<file path="src/rtl/seq_det_pkg.sv">
// Shared defaults and helpers for the parametrised serial pattern detector.
package seq_det_pkg;

  localparam int          RST_LEN     = 4;
  localparam logic [31:0] RST_PATTERN = 32'h0000_000B;
  localparam logic        RST_OVERLAP = 1'b1;

  function automatic int len_w(input int max_len);
    return $clog2(max_len + 1);
  endfunction

endpackage

</file>
<file path="src/rtl/seq_prefix_match.sv">
// Combinational prefix matcher: longest pattern prefix ending at the newest bit,
// plus the longest proper prefix (border) for overlapping restarts.
module seq_prefix_match
  import seq_det_pkg::*;
#(
  parameter int MAX_LEN = 8,
  parameter int LEN_W   = len_w(MAX_LEN)
) (
  input  logic [MAX_LEN-1:0] i_hist,
  input  logic [LEN_W-1:0]   i_fill,
  input  logic               i_b,
  input  logic [MAX_LEN-1:0] i_pattern,
  input  logic [LEN_W-1:0]   i_len,
  output logic [LEN_W-1:0]   o_k,
  output logic [LEN_W-1:0]   o_j
);

  logic [MAX_LEN:0]   w_ext;
  logic [MAX_LEN-1:0] w_pat_al;
  logic [LEN_W-1:0]   w_fill_n;
  logic [MAX_LEN:0]   w_mask;
  logic               w_ok;

  // Newest bit lands at index 0; the pattern is left-aligned so its first bit sits at MAX_LEN-1.
  assign w_ext    = {i_hist, i_b};
  assign w_pat_al = i_pattern << (MAX_LEN - int'(i_len));
  assign w_fill_n = (int'(i_fill) < MAX_LEN) ? i_fill + LEN_W'(1) : i_fill;

  always_comb begin
    o_k    = '0;
    o_j    = '0;
    w_mask = '0;
    w_ok   = 1'b0;
    for (int n = 1; n <= MAX_LEN; n++) begin
      w_mask = ~({(MAX_LEN+1){1'b1}} << n);
      w_ok   = (n <= int'(w_fill_n)) &&
               (((MAX_LEN+1)'(w_pat_al >> (MAX_LEN - n)) & w_mask) == (w_ext & w_mask));
      if (w_ok && (n <= int'(i_len))) o_k = LEN_W'(n);
      if (w_ok && (n <  int'(i_len))) o_j = LEN_W'(n);
    end
  end

endmodule

</file>
<file path="src/rtl/seq_detector_param.sv">
// Mealy serial-pattern detector with runtime pattern/length/overlap, valid-qualified
// input, saturating match counter and exposed match progress.
module seq_detector_param
  import seq_det_pkg::*;
#(
  parameter int MAX_LEN = 8,
  parameter int LEN_W   = len_w(MAX_LEN),
  parameter int CNT_W   = 8
) (
  input  logic               clk,
  input  logic               rst,
  input  logic               cfg_load,
  input  logic [MAX_LEN-1:0] cfg_pattern,
  input  logic [LEN_W-1:0]   cfg_len,
  input  logic               cfg_overlap,
  input  logic               x_valid,
  input  logic               x,
  output logic               y,
  output logic [LEN_W-1:0]   st,
  output logic [CNT_W-1:0]   match_cnt,
  output logic               cnt_sat
);

  logic [MAX_LEN-1:0] r_pattern;
  logic [LEN_W-1:0]   r_len;
  logic               r_overlap;
  logic [MAX_LEN-1:0] r_hist;
  logic [LEN_W-1:0]   r_fill;
  logic [LEN_W-1:0]   r_st;
  logic [CNT_W-1:0]   r_cnt;
  logic               r_sat;

  logic [LEN_W-1:0]   w_k;
  logic [LEN_W-1:0]   w_j;
  logic               w_en;
  logic               w_y;
  logic [MAX_LEN-1:0] w_hist_n;
  logic [LEN_W-1:0]   w_fill_n;
  logic [CNT_W-1:0]   w_cnt_inc;

  function automatic logic [LEN_W-1:0] clamp_len(input logic [LEN_W-1:0] len);
    if (int'(len) > MAX_LEN) return LEN_W'(MAX_LEN);
    return len;
  endfunction

  function automatic logic [CNT_W-1:0] sat_inc(input logic [CNT_W-1:0] c);
    return (&c) ? c : c + CNT_W'(1);
  endfunction

  seq_prefix_match #(
    .MAX_LEN (MAX_LEN),
    .LEN_W   (LEN_W)
  ) u_match (
    .i_hist    (r_hist),
    .i_fill    (r_fill),
    .i_b       (x),
    .i_pattern (r_pattern),
    .i_len     (r_len),
    .o_k       (w_k),
    .o_j       (w_j)
  );

  // A zero length disables detection entirely, so history and st stay put.
  assign w_en      = x_valid && !cfg_load && (r_len != '0);
  assign w_y       = w_en && !rst && (w_k == r_len);
  assign w_hist_n  = {r_hist[MAX_LEN-2:0], x};
  assign w_fill_n  = (int'(r_fill) < MAX_LEN) ? r_fill + LEN_W'(1) : r_fill;
  assign w_cnt_inc = sat_inc(r_cnt);

  always_ff @(posedge clk) begin
    if (rst) begin
      r_pattern <= MAX_LEN'(RST_PATTERN);
      r_len     <= clamp_len(LEN_W'(RST_LEN));
      r_overlap <= RST_OVERLAP;
      r_hist    <= '0;
      r_fill    <= '0;
      r_st      <= '0;
      r_cnt     <= '0;
      r_sat     <= 1'b0;
    end else if (cfg_load) begin
      r_pattern <= cfg_pattern;
      r_len     <= clamp_len(cfg_len);
      r_overlap <= cfg_overlap;
      r_hist    <= '0;
      r_fill    <= '0;
      r_st      <= '0;
      r_cnt     <= '0;
      r_sat     <= 1'b0;
    end else if (w_en) begin
      if (w_y) begin
        r_cnt <= w_cnt_inc;
        r_sat <= &w_cnt_inc;
        if (r_overlap) begin
          r_st   <= w_j;
          r_hist <= w_hist_n;
          r_fill <= w_fill_n;
        end else begin
          // Non-overlapping: the matching bit is consumed, detection starts afresh.
          r_st   <= '0;
          r_hist <= '0;
          r_fill <= '0;
        end
      end else begin
        r_st   <= w_k;
        r_hist <= w_hist_n;
        r_fill <= w_fill_n;
      end
    end
  end

  assign y         = w_y;
  assign st        = r_st;
  assign match_cnt = r_cnt;
  assign cnt_sat   = r_sat;

endmodule

</file>
<file path="config.mk">
export PLATFORM = sky130hd
export DESIGN_NAME = seq_detector_param
export DESIGN_NICKNAME = d
export VERILOG_FILES = /design/src/rtl/seq_det_pkg.sv /design/src/rtl/seq_prefix_match.sv /design/src/rtl/seq_detector_param.sv
export SDC_FILE = /design/constraint.sdc
export NUM_CORES = 1
export LEC_CHECK = 0
export BUFFER_PORTS_ARGS = -buffer_cell sky130_fd_sc_hd__buf_2
export CAP_MARGIN = 10
export CELL_PAD_IN_SITES_DETAIL_PLACEMENT = 1
export CELL_PAD_IN_SITES_GLOBAL_PLACEMENT = 2
export CORE_MARGIN = 3
export CORE_UTILIZATION = 38
export DETAILED_ROUTE_END_ITERATION = 10
export PLACE_DENSITY_LB_ADDON = 0.1
export RECOVER_POWER = 25
export SLEW_MARGIN = 20
export SYNTH_ARGS = -nofsm -noshare
export SYNTH_HDL_FRONTEND = slang
export SYNTH_SLANG_ARGS = --single-unit
</file>
<file path="constraint.sdc">
create_clock -name clk -period 10.1 [get_ports clk]
set_input_delay 1.01 -clock clk [delete_from_list [all_inputs] [get_ports clk]]
set_output_delay 1.01 -clock clk [all_outputs]
set_load 0.005 [all_outputs]
</file>
==> out/results.ini, run 1 <==
[status]
status = finished clean

[timing]
fin_crit_ps = 6590
drv_slew = 0
relSlewSlack_pct = 30.3
tightest_slew_ps = 1040
hold_violations = 0
setup_slack_ps = 3510
fin_crit_sh_pct = 65.3
rsz0062_at_grt = false
fin_worst_skew_ps = 12.4
fin_setup_tns_ps = 0
fmax_ghz = 0.152
holdWs_ps = 455
setup_viol = 0

[yosys]
synthArstFlopShare_pct = 0
ys_ff_latch = 37
synth-compound-area-share_pct = 29.9
synth_top_area_cell = dfxtp_1
ys_warn_count = 0
synth_xor_area_share_pct = 5.81
yosysSeqAreaShare_pct = 21.5
muxShareOfSynthArea_pct = 6.31
synthTopCellsByArea = dfxtp_1, o21ai_0, nand2_1, nor2_1, xnor2_1
syn-instance-count = 463
netlist_area_mm2 = 0.00345
synth_nets = 487
synth_top_family_by_area = compound AO/OA/AOI/OAI gates
synth_area_per_cell_um2 = 7.45
synth-adder-area-share_pct = 2.18
ys.flop_type = dfxtp_1
ys_types = 77
netlist.area_leader.share_pct = 21.5
synthSimpleGateAreaFrac_pct = 28.5
synth_edf_count = 0

[power_and_ir_drop]
combPwrFrac_pct = 31.2
switchingPower_w = 0.000155
sw_frac_of_total_pct = 38.9
pwr-share-seq_pct = 40.1
clkPwrFrac_pct = 28.7
power_leakage_nw = 1.21
internal-power_w = 0.000243
peakVddDrop_mv = 0.0536
p_per_area_mw_per_mm2 = 107

[place]
gp_congestion = 0.911
port_buffers = 31
hpwl_mm = 9.03
post_dp_cell_area_mm2 = 0.00361
pre_cts_slack_ps = 3900
dpl.cell_count = 574

[min_path]
holdCritPathClass = reg -> reg

[routing]
drtAntennaViolNets = 0
vias = 3653
drc = 0
avgViaCountPerCell = 6.28
dr.pass1.iters = 5
drt_iter0_markers = 207
avgRoutedWirePerCell_um = 19.9
wirelength_mm = 11.6

[floorplan]
core_mm2 = 0.00876
dieArea_mm2 = 0.0103
num_io_pins = 32
dieHeight_um = 101
start_util_pct = 39.3
rows = 34
fp.dieW_um = 101

[clock_network]
cts.htree.levels = 2
cts_made_buffers = 5
cts_tree = built
post-cts-setup-buffers = 0
cts_sinks = 37
hold_buffers = 0
insertion_delay_ps = 300
cts-resized-gates = 0
root_buffer = clkbuf_8
cts.clk_slew.worst_paths_ps = 90
clock_path_buffers = 2

[global_route]
grt_overflow = 0
track_usage_pct = 23.4
met3_usage_pct = 3.44
top_usage_layer = met2
gr-usage-met2_pct = 37.0
grt_pass1_vias = 3688
grt_antenna_before_repair = 0
gr-usage-met1_pct = 32.5
grt_pass1_wl_mm = 19.3
grt_start_max_net_pins = 26

[cells_and_area]
fillCellCount = 1114
area_growth_pct = 7.55
design_area_mm2 = 0.00371
antenna_cells = 0
layout-drive-gt1-share_pct = 15.0
layout.cells.non_filler = 582
fin_nets = 497

[critical_path]
cp.arrival_ps = 5580
cp_max_fo = 25
crit_type = reg -> out
critical_path_required_ps = 9090
end_kind = primary output
start_kind = register

[job]
cap_violations = 0

critical path, stage by stage (launching register included):
cell	delay [ps]
dfxtp_1	1000
inv_1	180
ha_1	410
xnor2_1	310
a2111oi_1	970
o31ai_2	230
xnor2_1	190
nor4_2	310
or3b_1	450
a21boi_2	200
a21o_1	230
a22o_1	420
nor3_1	220
buf_2	150
cell type report:
| cell class | count | area, µm² | area share, % |
|---|---|---|---|
| multi-input combinational | 380 | 2510 | 67.8 |
| sequential | 37 | 741 | 20.0 |
| timing repair buffer | 32 | 161 | 4.35 |
| tap | 108 | 135 | 3.64 |
| clock buffer | 5 | 68.8 | 1.86 |
| inverter | 17 | 63.8 | 1.72 |
| clock inverter | 3 | 25.0 | 0.675 |
synth_stat cells (5+ instances only):
| cell | count |
|---|---|
| nor4_1 | 9 |
| nand3_1 | 25 |
| inv_1 | 15 |
| dfxtp_1 | 37 |
| a211oi_1 | 6 |
| nor2_1 | 42 |
| or2_2 | 5 |
| ha_1 | 6 |
| mux2i_1 | 15 |
| o211ai_1 | 12 |
| nor3_1 | 10 |
| a21oi_1 | 23 |
| o21ai_0 | 37 |
| a31oi_1 | 6 |
| nor2b_1 | 8 |
| or4_1 | 6 |
| clkbuf_1 | 21 |
| a211o_1 | 5 |
| o31ai_1 | 5 |
| xnor2_1 | 18 |
| nand4_1 | 7 |
| nand2_1 | 42 |
layout by cell type, fill, tap and decap left out, types with 7 or more instances in the layout:
cell	Yosys	routed
nor2_1	42	42
nand2_1	42	42
o21ai_0	37	37
dfxtp_1	37	37
buf_2	4	30
nand3_1	25	25
a21oi_1	23	23
xnor2_1	18	18
inv_1	15	15
mux2i_1	15	15
o211ai_1	12	12
nor3_1	10	10
nor4_1	9	9
nor2b_1	8	8
nand4_1	7	7
power by group through the flow:
stage                     Combinational, W  Clock, W  Sequential, W
after floorplan                  0.0000961         0       0.000156
after global placement            0.000121         0       0.000163
after detailed placement          0.000122         0       0.000163
after CTS                         0.000122  0.000118       0.000160
after global routing              0.000136  0.000124       0.000161
final                             0.000124  0.000114       0.000160
final timing paths:
check / start / cells after the start / slack [ps] / endpoint
worst min register to register: st[3] / 2 / 450 / st[3]
worst max register to register: r_len[0] / 13 / 3950 / r_hist[5]
worst min-delay path: st[3] / 2 / 450 / st[3]
worst max-delay path: r_len[0] / 13 / 3510 / y
sequential cells by signal (all words and copies together) (netlist names):
signal,count
r_pattern,8
match_cnt,8
st,4
cnt_sat,1
r_hist,7
r_fill,4
r_overlap,1
r_len,4
layer usage:
layer	vias up	wire, µm
li1	1764	-
met1	1756	5470
met2	108	5230
met3	25	589
met4	0	320
met5	-	0
per-stage QoR:
step | utilization (%) | power [W]
2_1_floorplan | - | 0.000253
3_5_place_dp | 41.2 | 0.000285
6_report | 42.3 | 0.000398
5_1_grt | 42.3 | 0.000421
3_3_place_gp | 41.2 | 0.000283
4_1_cts | 42.3 | 0.000400
logic make-up after synthesis:
| kind of cell | after synthesis |
|---|---|
| buf+inv | 46 |
| simple gates | 187 |
| mux | 19 |
| xor+xnor | 22 |
| flops | 37 |
| fa+ha+maj | 6 |
| compound gates | 146 |
No activity file was read; power rests on OpenSTA's default activity.
==> run 2: changes to the inputs <==
--- a/config.mk
+++ b/config.mk
@@ -5,12 +5,13 @@
 export SDC_FILE = /design/constraint.sdc
 export NUM_CORES = 1
 export LEC_CHECK = 0
+export ABC_AREA = 1
 export BUFFER_PORTS_ARGS = -buffer_cell sky130_fd_sc_hd__buf_2
 export CAP_MARGIN = 10
 export CELL_PAD_IN_SITES_DETAIL_PLACEMENT = 1
 export CELL_PAD_IN_SITES_GLOBAL_PLACEMENT = 2
 export CORE_MARGIN = 3
-export CORE_UTILIZATION = 38
+export CORE_UTILIZATION = 32
 export DETAILED_ROUTE_END_ITERATION = 10
 export PLACE_DENSITY_LB_ADDON = 0.1
 export RECOVER_POWER = 25
==> constraint.sdc (replaced) <==
create_clock -name clk -period 6.2 [get_ports clk]
set_input_delay 0.62 -clock clk [delete_from_list [all_inputs] [get_ports clk]]
set_output_delay 0.62 -clock clk [all_outputs]
set_load 0.005 [all_outputs]
==> run 2 against run 1 <==
Worst hold slack improved by 18 ps. Count of clock-buffer cells in the layout rose by 1. Synthesized cell count rose by 14%. Global-route usage fell by 4.1 points. Critical path depth rose by 8. Die area rose by 10%. Total power rose by 66%. Register-to-register slack got worse by 2500 ps. Worst setup slack got worse by 2400 ps. Sequential share of layout area rose by 1.2 points.
==> out/results.ini, run 2 <==
[status]
status = finished clean

[clock_network]
insertion_delay_ps = 300
clock_path_buffers = 2
cts-resized-gates = 0
root_buffer = clkbuf_8
cts.clk_slew.worst_paths_ps = 80
cts.htree.levels = 2
cts_made_buffers = 5
cts_tree = built
post-cts-setup-buffers = 0
hold_buffers = 0
cts_sinks = 37

[global_route]
grt_start_max_net_pins = 28
grt_antenna_before_repair = 0
grt_overflow = 0
grt_pass1_wl_mm = 17.6
grt_pass1_vias = 3401
track_usage_pct = 19.3

[yosys]
synthTopCellsByArea = dfxtp_1, nand2_1, nand3_1, inv_1, nor2_1
ys_ff_latch = 37
ys.flop_type = dfxtp_1
synth_common_cells = nand2_1, nand3_1, inv_1, nor2_1, dfxtp_1
netlist.area_leader.share_pct = 23.1
synth_edf_count = 0
synthArstFlopShare_pct = 0
synth_most_common_cell = nand2_1
synth_top_area_cell = dfxtp_1
synth_area_per_cell_um2 = 6.11
netlist_area_mm2 = 0.00321
synth_nets = 550
ys_types = 42
yosysSeqAreaShare_pct = 23.1
syn-instance-count = 526
ys_warn_count = 0

[place]
port_buffers = 31
gp_congestion = 0.867
dpl.cell_count = 667
hpwl_mm = 8.17
pre_cts_slack_ps = 1450

[critical_path]
cp_max_fo = 14
start_kind = register
end_kind = primary output
crit_type = reg -> out
critical_path_required_ps = 5580
rrSetupSlack_ps = 1440
cp.arrival_ps = 4450

[floorplan]
start_util_pct = 33.8
rows = 35
dieHeight_um = 106
fp.dieW_um = 106
dieArea_mm2 = 0.0113
num_io_pins = 32
core_mm2 = 0.00950

[cells_and_area]
final-seq-area_um2 = 741
final_common_cell = nand2_1
fin_nets = 569
mostFrequentLayoutCells = nand2_1, nand3_1, inv_1
area_growth_pct = 9.03
multi_input_area_mm2 = 0.00213
antenna_cells = 0
fillCellCount = 1323
layout-drive-gt1-share_pct = 13.9
layout.cells.non_filler = 675

[routing]
drtAntennaViolNets = 0
avgViaCountPerCell = 5.06
vias = 3415
wirelength_mm = 10.5
drt_iter0_markers = 109
avgRoutedWirePerCell_um = 15.5
drc = 0
dr.pass1.iters = 4

[timing]
hold_violations = 0
setup_viol = 0
relSlewSlack_pct = 47.6
fin_worst_skew_ps = 7.71
fmax_ghz = 0.197
rsz0062_at_grt = false
drv_slew = 0
setup_slack_ps = 1130
tightest_slew_ps = 785
fin_crit_sh_pct = 81.8
fin_setup_tns_ps = 0
fin_crit_ps = 5070

[power_and_ir_drop]
power_leakage_nw = 1.61
p_per_area_mw_per_mm2 = 189
combPwrFrac_pct = 33.0
clkPwrFrac_pct = 28.6
pwr-share-seq_pct = 38.5
total_power_w = 0.000662
switchingPower_w = 0.000263
peakVddDrop_mv = 0.0671
sw_frac_of_total_pct = 39.7
internal-power_w = 0.000399

[min_path]
holdCritPathClass = reg -> reg

[job]
cap_violations = 0

## run 2: changes by cell type after synthesis, moves of 13 or more
cell / change
o21ai_0: -17
nand2_1: +108
xnor2_1: -18
inv_1: +35
o21ai_1: +13
mux2i_1: -15
nand3_1: +32
## run 2: metal layers
layer | routed length, µm | GRT usage, %
met5 | 0 | 0
met4 | 162 | 4.26
met3 | 327 | 2.79
met2 | 4580 | 30.9
met1 | 5390 | 27.5
## run 2: cells by family (layout without fill, tap and decap cells)
group,count (synthesis),in the layout,share of synthesized area (%)
simple gates,308,308,44.7
flops,37,37,23.1
fa+ha+maj,6,6,2.34
buf+inv,78,98,10.6
xor+xnor,16,16,4.95
compound gates,81,81,14.4
## run 2: cell type report
class | instances | area share (%)
multi-input cells | 411 | 60.9
flip-flops and latches | 37 | 21.1
inverters | 59 | 6.32
well taps | 129 | 4.61
repair buffers | 31 | 4.32
clock buffers | 6 | 2.36
clock inverters | 2 | 0.393
## run 2: critical path, cell delays in order, from the launching register on
cell	delay (ps)
dfxtp_1	490
inv_1	410
ha_1	400
inv_2	100
o21ai_2	440
nand3_1	170
nand2_1	180
nand2_1	70
nand3_1	150
nand2_1	300
xor2_1	240
nor2_1	260
nand3_1	170
nand2_1	100
inv_1	50
nand2_2	60
nand2_1	80
nand2_1	90
and3_1	150
nand4_1	90
inv_1	70
buf_2	100
## run 2: worst paths after layout
| kind | to | cells after the start | from |
|---|---|---|---|
| min reg2reg | st[2] | 2 | st[2] |
| max | y | 21 | r_len[0] |
| max reg2reg | match_cnt[5] | 23 | r_len[0] |
| min | st[2] | 2 | st[2] |
## run 2: power groups by stage
stage                     logic, W  clock network [W]  registers [W]
after floorplan           0.000175                  0       0.000253
after global placement    0.000216                  0       0.000260
after detailed placement  0.000217                  0       0.000260
after CTS                 0.000218           0.000199       0.000255
after global routing      0.000248           0.000208       0.000256
final                     0.000218           0.000189       0.000255
## run 2: per-stage QoR
step | hold slack (ps) | util (%) | instance area, µm²
after floorplan | 448 | - | 3210
after global placement | 451 | 35.9 | 3410
after detailed placement | 463 | 35.9 | 3410
after CTS | 482 | 36.9 | 3510
after global routing | 504 | 36.9 | 3500
final | 473 | 36.9 | 3500
